File: src/rtl/bnn_host_pkg.sv
// Shared definitions for the BNN host sequencer: array geometry, counter
// width and the job-sequencing state encoding.
package bnn_host_pkg;

  localparam int O_CH           = 64;
  localparam int DATA_W         = 9;
  localparam int OUT_ROW_LENGTH = 4;
  localparam int PE_LAT         = 1;
  localparam int CNT_W          = 8;

  typedef enum logic [2:0] {
    IDLE,
    GATHER_W,
    LOAD_W,
    CLEAR,
    STREAM,
    DRAIN,
    POP,
    DONE
  } state_e;

endpackage

File: src/rtl/bnn_weight_buf.sv
// Per-channel weight store: one synchronous write port, one combinational
// read port. Contents survive reset so a job can reuse weights across rows.
module bnn_weight_buf #(
  parameter int DEPTH = bnn_host_pkg::O_CH,
  parameter int WIDTH = bnn_host_pkg::DATA_W,
  parameter int AW    = $clog2(DEPTH)
) (
  input  logic             clk_i,
  input  logic             we_i,
  input  logic [AW-1:0]    waddr_i,
  input  logic [WIDTH-1:0] wdata_i,
  input  logic [AW-1:0]    raddr_i,
  output logic [WIDTH-1:0] rdata_o
);

  logic [WIDTH-1:0] mem_q [DEPTH];

  always_ff @(posedge clk_i) begin
    if (we_i) begin
      mem_q[waddr_i] <= wdata_i;
    end
  end

  assign rdata_o = mem_q[raddr_i];

endmodule

File: src/rtl/bnn_host_seq.sv
// Host-side job sequencer for the BNN compute array: gathers weights, loads
// them once, then runs clear/stream/drain/pop passes per row.
module bnn_host_seq #(
  parameter int O_CH           = bnn_host_pkg::O_CH,
  parameter int DATA_W         = bnn_host_pkg::DATA_W,
  parameter int OUT_ROW_LENGTH = bnn_host_pkg::OUT_ROW_LENGTH,
  parameter int PE_LAT         = bnn_host_pkg::PE_LAT,
  parameter int CNT_W          = bnn_host_pkg::CNT_W
) (
  input  logic                      clk_in,
  input  logic                      rst_in,
  input  logic                      start_in,
  input  logic                      abort_in,
  input  logic [CNT_W-1:0]          cfg_rows_in,
  input  logic [CNT_W-1:0]          cfg_act_len_in,
  input  logic [DATA_W-1:0]         src_data_in,
  input  logic                      src_valid_in,
  output logic                      src_ready_out,
  output logic [DATA_W-1:0]         data_out,
  output logic                      load_weight_out,
  output logic                      in_valid_out,
  output logic                      pop_out,
  output logic                      array_rst_out,
  input  logic [OUT_ROW_LENGTH-1:0] sum_in,
  output logic [OUT_ROW_LENGTH-1:0] res_data_out,
  output logic [5:0]                res_ch_out,
  output logic                      res_valid_out,
  output logic                      busy_out,
  output logic                      done_out
);

  import bnn_host_pkg::*;

  localparam int IDX_W = $clog2(O_CH);
  localparam logic [CNT_W-1:0] LAST_CH    = CNT_W'(O_CH - 1);
  localparam logic [CNT_W-1:0] LAST_DRAIN = CNT_W'(O_CH + PE_LAT - 1);

  state_e                    state_q, state_d;
  logic [CNT_W-1:0]          cnt_q, cnt_d;
  logic [CNT_W-1:0]          rows_q, rows_d;
  logic [CNT_W-1:0]          actLen_q, actLen_d;
  logic [CNT_W-1:0]          cntInc;
  logic                      arrayRstN_q;
  logic [OUT_ROW_LENGTH-1:0] resData_q;
  logic [5:0]                resCh_q;
  logic                      resValid_q;
  logic                      bufWe;
  logic [DATA_W-1:0]         bufRdata;

  // The shared counter is the buffer index in both GATHER_W and LOAD_W.
  bnn_weight_buf #(
    .DEPTH (O_CH),
    .WIDTH (DATA_W)
  ) u_weight_buf (
    .clk_i   (clk_in),
    .we_i    (bufWe),
    .waddr_i (cnt_q[IDX_W-1:0]),
    .wdata_i (src_data_in),
    .raddr_i (cnt_q[IDX_W-1:0]),
    .rdata_o (bufRdata)
  );

  assign cntInc = cnt_q + 1'b1;

  always_comb begin
    state_d         = state_q;
    cnt_d           = cnt_q;
    rows_d          = rows_q;
    actLen_d        = actLen_q;
    src_ready_out   = 1'b0;
    load_weight_out = 1'b0;
    in_valid_out    = 1'b0;
    pop_out         = 1'b0;
    data_out        = '0;
    done_out        = 1'b0;
    bufWe           = 1'b0;

    case (state_q)
      IDLE: begin
        if (start_in) begin
          rows_d   = cfg_rows_in;
          actLen_d = cfg_act_len_in;
          cnt_d    = '0;
          state_d  = (cfg_rows_in == '0) ? DONE : GATHER_W;
        end
      end
      GATHER_W: begin
        src_ready_out = 1'b1;
        if (src_valid_in) begin
          bufWe = 1'b1;
          cnt_d = cntInc;
          if (cnt_q == LAST_CH) begin
            cnt_d   = '0;
            state_d = LOAD_W;
          end
        end
      end
      LOAD_W: begin
        load_weight_out = 1'b1;
        data_out        = bufRdata;
        cnt_d           = cntInc;
        if (cnt_q == LAST_CH) begin
          cnt_d   = '0;
          state_d = CLEAR;
        end
      end
      CLEAR: begin
        cnt_d   = '0;
        state_d = (actLen_q == '0) ? DRAIN : STREAM;
      end
      STREAM: begin
        src_ready_out = 1'b1;
        in_valid_out  = src_valid_in;
        if (src_valid_in) begin
          data_out = src_data_in;
          cnt_d    = cntInc;
          if (cntInc == actLen_q) begin
            cnt_d   = '0;
            state_d = DRAIN;
          end
        end
      end
      DRAIN: begin
        cnt_d = cntInc;
        if (cnt_q == LAST_DRAIN) begin
          cnt_d   = '0;
          state_d = POP;
        end
      end
      POP: begin
        pop_out = 1'b1;
        cnt_d   = cntInc;
        if (cnt_q == LAST_CH) begin
          cnt_d   = '0;
          rows_d  = rows_q - 1'b1;
          state_d = (rows_q == CNT_W'(1)) ? DONE : CLEAR;
        end
      end
      DONE: begin
        done_out = 1'b1;
        state_d  = IDLE;
      end
      default: begin
        state_d = IDLE;
      end
    endcase

    // Abort wins over every transition and suppresses the completion pulse.
    if (abort_in) begin
      state_d  = IDLE;
      cnt_d    = '0;
      rows_d   = '0;
      actLen_d = '0;
      done_out = 1'b0;
    end
  end

  always_ff @(posedge clk_in or negedge rst_in) begin
    if (!rst_in) begin
      state_q     <= IDLE;
      cnt_q       <= '0;
      rows_q      <= '0;
      actLen_q    <= '0;
      arrayRstN_q <= 1'b0;
      resValid_q  <= 1'b0;
      resCh_q     <= '0;
      resData_q   <= '0;
    end else begin
      state_q     <= state_d;
      cnt_q       <= cnt_d;
      rows_q      <= rows_d;
      actLen_q    <= actLen_d;
      arrayRstN_q <= ~abort_in;
      resValid_q  <= pop_out;
      resCh_q     <= pop_out ? cnt_q[5:0] : 6'd0;
      resData_q   <= pop_out ? sum_in : '0;
    end
  end

  // Low during reset, in CLEAR, and for the cycle following an abort.
  assign array_rst_out = arrayRstN_q & (state_q != CLEAR);
  assign busy_out      = (state_q != IDLE);
  assign res_valid_out = resValid_q;
  assign res_ch_out    = resCh_q;
  assign res_data_out  = resData_q;

endmodule

File: config.mk
export PLATFORM = sky130hd
export DESIGN_NAME = bnn_host_seq
export DESIGN_NICKNAME = d
export VERILOG_FILES = /design/src/rtl/bnn_host_pkg.sv /design/src/rtl/bnn_weight_buf.sv /design/src/rtl/bnn_host_seq.sv
export SDC_FILE = /design/constraint.sdc
export NUM_CORES = 1
export LEC_CHECK = 0
export BUFFER_PORTS_ARGS = -buffer_cell sky130_fd_sc_hd__clkbuf_2
export CORE_ASPECT_RATIO = 1.25
export CORE_UTILIZATION = 65
export DETAILED_ROUTE_END_ITERATION = 8
export MAX_ROUTING_LAYER = met4
export PLACE_DENSITY_LB_ADDON = 0.1
export SLEW_MARGIN = 10
export SYNTH_ARGS = -nofsm -noshare
export SYNTH_HDL_FRONTEND = slang
export SYNTH_HIERARCHICAL = 1
export SYNTH_SLANG_ARGS = --single-unit
File: constraint.sdc
create_clock -name clk_in -period 7.2 [get_ports clk_in]
set_input_delay 1.44 -clock clk_in [delete_from_list [all_inputs] [get_ports clk_in]]
set_output_delay 1.44 -clock clk_in [all_outputs]
set_load 0.1 [all_outputs]
==> impl_metrics.prom <==
# TYPE chip_impl_metric gauge
chip_impl_metric{name="detailedPlace.worstSlack",unit="ns"} 1.967
chip_impl_metric{name="timing.final.max_slew_violations",unit=""} 0
chip_impl_metric{name="final_antenna_net_count",unit=""} 0
chip_impl_metric{name="detail_route.iter0.violations",unit=""} 1408
chip_impl_info{name="worst_r2r_endpoint",value="u_weight_buf/mem_q[38][2]"} 1
chip_impl_metric{name="via_count",unit=""} 12767
chip_impl_info{name="critical_path.endpoint_type",value="output pin"} 1
chip_impl_metric{name="final.setup_skew",unit="ns"} 0.02150
chip_impl_info{name="cp_common_cell",value="mux4_2"} 1
chip_impl_metric{name="setup_slack",unit="ns"} 1.406
chip_impl_metric{name="wl",unit="um"} 53640
chip_impl_metric{name="io_pins",unit=""} 61
chip_impl_metric{name="cts_buffers",unit=""} 55
chip_impl_metric{name="placedCellCount",unit=""} 1788
chip_impl_info{name="crit_path_top_delay_cell",value="dfrtp_4"} 1
chip_impl_info{name="run_status",value="finished, final reports clean"} 1
chip_impl_metric{name="synthesis.nets",unit=""} 1336
chip_impl_metric{name="cap_viol_max_count",unit=""} 0
chip_impl_info{name="kind_of_critical_path",value="register to output pin"} 1
chip_impl_metric{name="crit_path_max_incr_delay",unit="ns"} 0.66
chip_impl_metric{name="synth-edff-count",unit=""} 576
chip_impl_metric{name="largest_net_degree_at_the_start_of_global_routing",unit=""} 99
chip_impl_metric{name="synth_cells",unit=""} 1293
chip_impl_metric{name="chipHeight",unit="um"} 220.8
chip_impl_metric{name="leakage",unit="nW"} 8.785
chip_impl_metric{name="endpoint_arrival_time_on_the_critical_path",unit="ns"} 4.35
chip_impl_metric{name="global_route.overflow_total",unit=""} 0
chip_impl_metric{name="max-clock-path-buffers",unit=""} 3
chip_impl_metric{name="cts_repair_resize_count",unit=""} 0
chip_impl_metric{name="n_antenna_cell",unit=""} 0
chip_impl_info{name="dominant_combinational_cell_family_by_area_after_synthesis",value="multiplexers"} 1
chip_impl_metric{name="power.density_cell_area",unit="nW/um^2"} 331.7
chip_impl_metric{name="synth_simple_gate_area_frac",unit=""} 0.04981
chip_impl_metric{name="worstHoldPathCells",unit=""} 2
chip_impl_metric{name="slew_headroom",unit=""} 0.1878
chip_impl_metric{name="cp.buffers_inverters",unit=""} 3
chip_impl_metric{name="setup_tns",unit="ns"} 0
chip_impl_metric{name="synth_warnings",unit=""} 6
chip_impl_metric{name="cts.reportedPaths.clkPinSlew",unit="ns"} 0.06
chip_impl_metric{name="drcViolationCount",unit=""} 0
chip_impl_metric{name="postPlaceCellArea",unit="sq um"} 25590
chip_impl_metric{name="grt_antenna_before_repair",unit=""} 0
chip_impl_metric{name="floorplan.initialDensity",unit=""} 0.6644
chip_impl_info{name="hold_path.class",value="register to register"} 1
chip_impl_metric{name="number_of_global_route_vias_before_repair",unit=""} 12967
chip_impl_metric{name="post_cts.repair.setup_buffers",unit=""} 0
chip_impl_metric{name="dp_hpwl",unit="um"} 32160
chip_impl_info{name="tritoncts_clock_tree",value="built"} 1
chip_impl_metric{name="grt_first_pass_wirelength",unit="um"} 80070
chip_impl_info{name="setup.worst_path.start_class",value="register"} 1
chip_impl_metric{name="die_w",unit="um"} 177.0
chip_impl_metric{name="crit_path_max_fanout",unit=""} 82
chip_impl_metric{name="rows",unit=""} 79
chip_impl_metric{name="worst_pin_slew",unit="ns"} 1.216
chip_impl_metric{name="power.total",unit="mW"} 9.079
chip_impl_metric{name="synth.ff_latch_count",unit=""} 615
chip_impl_metric{name="cp.required",unit="ns"} 5.76
chip_impl_metric{name="drt_pre_antenna_iters",unit=""} 5
chip_impl_metric{name="cts.sinks",unit=""} 615
chip_impl_info{name="timing.critical_path.max_delay_family",value="buffers and inverters"} 1
chip_impl_info{name="final_cell_mix",value="edfxtp_1, mux4_2, nor2_1, clkbuf_2, clkbuf_16"} 1
chip_impl_metric{name="core_area",unit="sq um"} 37460
chip_impl_metric{name="setup_violations",unit=""} 0
chip_impl_info{name="timing.hold.worst.start",value="actLen_q[5]"} 1
chip_impl_metric{name="finalInstanceArea",unit="sq um"} 27370
chip_impl_info{name="clock-root-buffer",value="clkbuf_16"} 1
chip_impl_metric{name="gp_congestion",unit=""} 0.8436
chip_impl_metric{name="layout-drive-gt1-share",unit=""} 0.2318
chip_impl_info{name="timing.rr.start",value="state_q[1]"} 1
chip_impl_metric{name="clock_latency",unit="ns"} 0.59
chip_impl_metric{name="syn_area",unit="sq um"} 24890
chip_impl_metric{name="synth_mux_area_frac",unit=""} 0.1497
chip_impl_metric{name="fin_crit_sh",unit=""} 0.8048
chip_impl_metric{name="floorplan.die_area",unit="sq um"} 39090
chip_impl_metric{name="htree_num_levels",unit=""} 2
chip_impl_metric{name="cts-hold-fix-buffers",unit=""} 0
chip_impl_metric{name="vdd.ir_drop.worst",unit="mV"} 0.2713
chip_impl_metric{name="synth_compound_gate_area_share",unit=""} 0.04036
chip_impl_metric{name="timing.reg2reg.setup_slack",unit="ns"} 3.53
chip_impl_metric{name="synth_seq_area_share",unit=""} 0.7341
chip_impl_metric{name="finish.utilization",unit=""} 0.7305
chip_impl_metric{name="grtUsageTotal",unit=""} 0.2964
chip_impl_info{name="critical_path.cell_chain",value="buf_12 > buf_4 > mux4_2 > mux4_2 > o2111ai_1 > nand3_1 > a22o_1 > clkbuf_2"} 1
chip_impl_info{name="final_common_cell",value="edfxtp_1"} 1
chip_impl_metric{name="async_flop_share",unit=""} 0.06341
chip_impl_metric{name="final_net_count",unit=""} 1402
chip_impl_info{name="rsz_0062_raised_after_global_routing",value="false"} 1
chip_impl_metric{name="clock.fmax",unit="MHz"} 172.6
chip_impl_metric{name="area_grow_syn2layout",unit="%"} 9.948
chip_impl_metric{name="synth_cell_type_count",unit=""} 69
chip_impl_metric{name="reg2reg_depth",unit=""} 7
chip_impl_metric{name="hold-worst-slack",unit="ns"} 0.5291
chip_impl_metric{name="route.detailed.wl_per_inst",unit="um"} 28.41
chip_impl_info{name="ys.flop_type",value="edfxtp_1"} 1
chip_impl_metric{name="avgViaCountPerCell",unit=""} 6.762
chip_impl_metric{name="final_hold_viol_count",unit=""} 0
chip_impl_metric{name="synthesis.area_per_instance",unit="sq um"} 19.25
chip_impl_metric{name="yosys.area_share.xor_xnor",unit=""} 0.003167
chip_impl_metric{name="finish.cell_count_without_fillers",unit=""} 1888
chip_impl_metric{name="post_synthesis_adder_cell_area_fraction",unit=""} 0.004524
chip_impl_info{name="hold_path_end",value="actLen_q[5]"} 1
chip_impl_metric{name="buffer_ports.inserted",unit=""} 60
chip_impl_metric{name="post_route_minimum_period",unit="ns"} 5.794
[how the worst max path moves through the flow]
stage / start / to / slack, ns / cells past startpoint
final: cnt_q[0] / data_out[7] / 1.41 / 8
after global routing: cnt_q[0] / data_out[7] / 1.15 / 8
after detailed placement: cnt_q[0] / data_out[7] / 1.97 / 8
after global placement: cnt_q[0] / data_out[7] / 2.02 / 8
after floorplan: src_valid_in / data_out[0] / 2.26 / 3
after CTS: cnt_q[0] / data_out[7] / 1.34 / 8
[report_power, final]
| part | switching, mW | internal (mW) | leakage (nW) |
|---|---|---|---|
| sequential | 0.157 | 3.97 | 5.69 |
| clock | 1.23 | 1.64 | 0.886 |
| combinational | 1.18 | 0.896 | 2.21 |
[synthesized netlist by cell type (6+ instances only)]
library cell    n  area share
nand3_1        19      0.0038
ha_1            9      0.0045
nor2b_1        19      0.0048
o21ai_0        21      0.0042
buf_2          17      0.0034
o211ai_1        7      0.0021
a2111oi_0       7      0.0025
clkbuf_1       33      0.0050
a21oi_1        22      0.0044
nor2_1         86       0.013
mux4_2        143        0.13
nor3_1         14      0.0028
nand2_1        51      0.0077
and3_1         14      0.0035
inv_1          12      0.0018
mux2i_1        24      0.0097
a22oi_1        17      0.0051
buf_4          11      0.0033
a22o_1         10      0.0035
buf_6           6      0.0027
nand2b_1        9      0.0023
edfxtp_1      576        0.69
o22ai_1        11      0.0028
a31oi_1         9      0.0023
dfrtp_1        39       0.039
mux4_1          8      0.0084
[state kept, by name, summed over array words and instances (netlist names)]
register and count:
actLen_q 8, arrayRstN_q 1, cnt_q 8, res_ch_out 6, res_data_out 4, res_valid_out 1, rows_q 8, state_q 3
u_weight_buf/mem_q 576
[worst min-delay path: stages, from the launching register on]
cell     delay (ns)
dfrtp_1        0.38
nand2_1        0.05
o21ai_0        0.06
[kinds of logic after synthesis]
group,count (synthesis)
mux,180
compound gates,146
simple gates,250
buf+inv,84
flops,615
fa+ha+maj,9
xor+xnor,9
[per-layer routing]
layer / up-vias / share of wire / routed length (um) / global-route usage
li1: 5443 / - / - / -
met1: 6618 / 0.38 / 20250 / 0.3825
met2: 581 / 0.51 / 27140 / 0.4747
met3: 125 / 0.076 / 4086 / 0.05155
met4: 0 / 0.040 / 2154 / 0.1184
met5: - / 0 / 0 / -
[cell type report]
cell class                      instances  area, sq um
Multi-Input combinational cell        594         6173
Fill cell                            2189        10090
Tap cell                              486        608.1
Timing Repair Buffer                   79        467.9
Clock inverter                         29        242.7
Clock buffer                           71         1539
Inverter                               14        52.55
Sequential cell                       615        18280
Power figures use the tool's default switching activity.
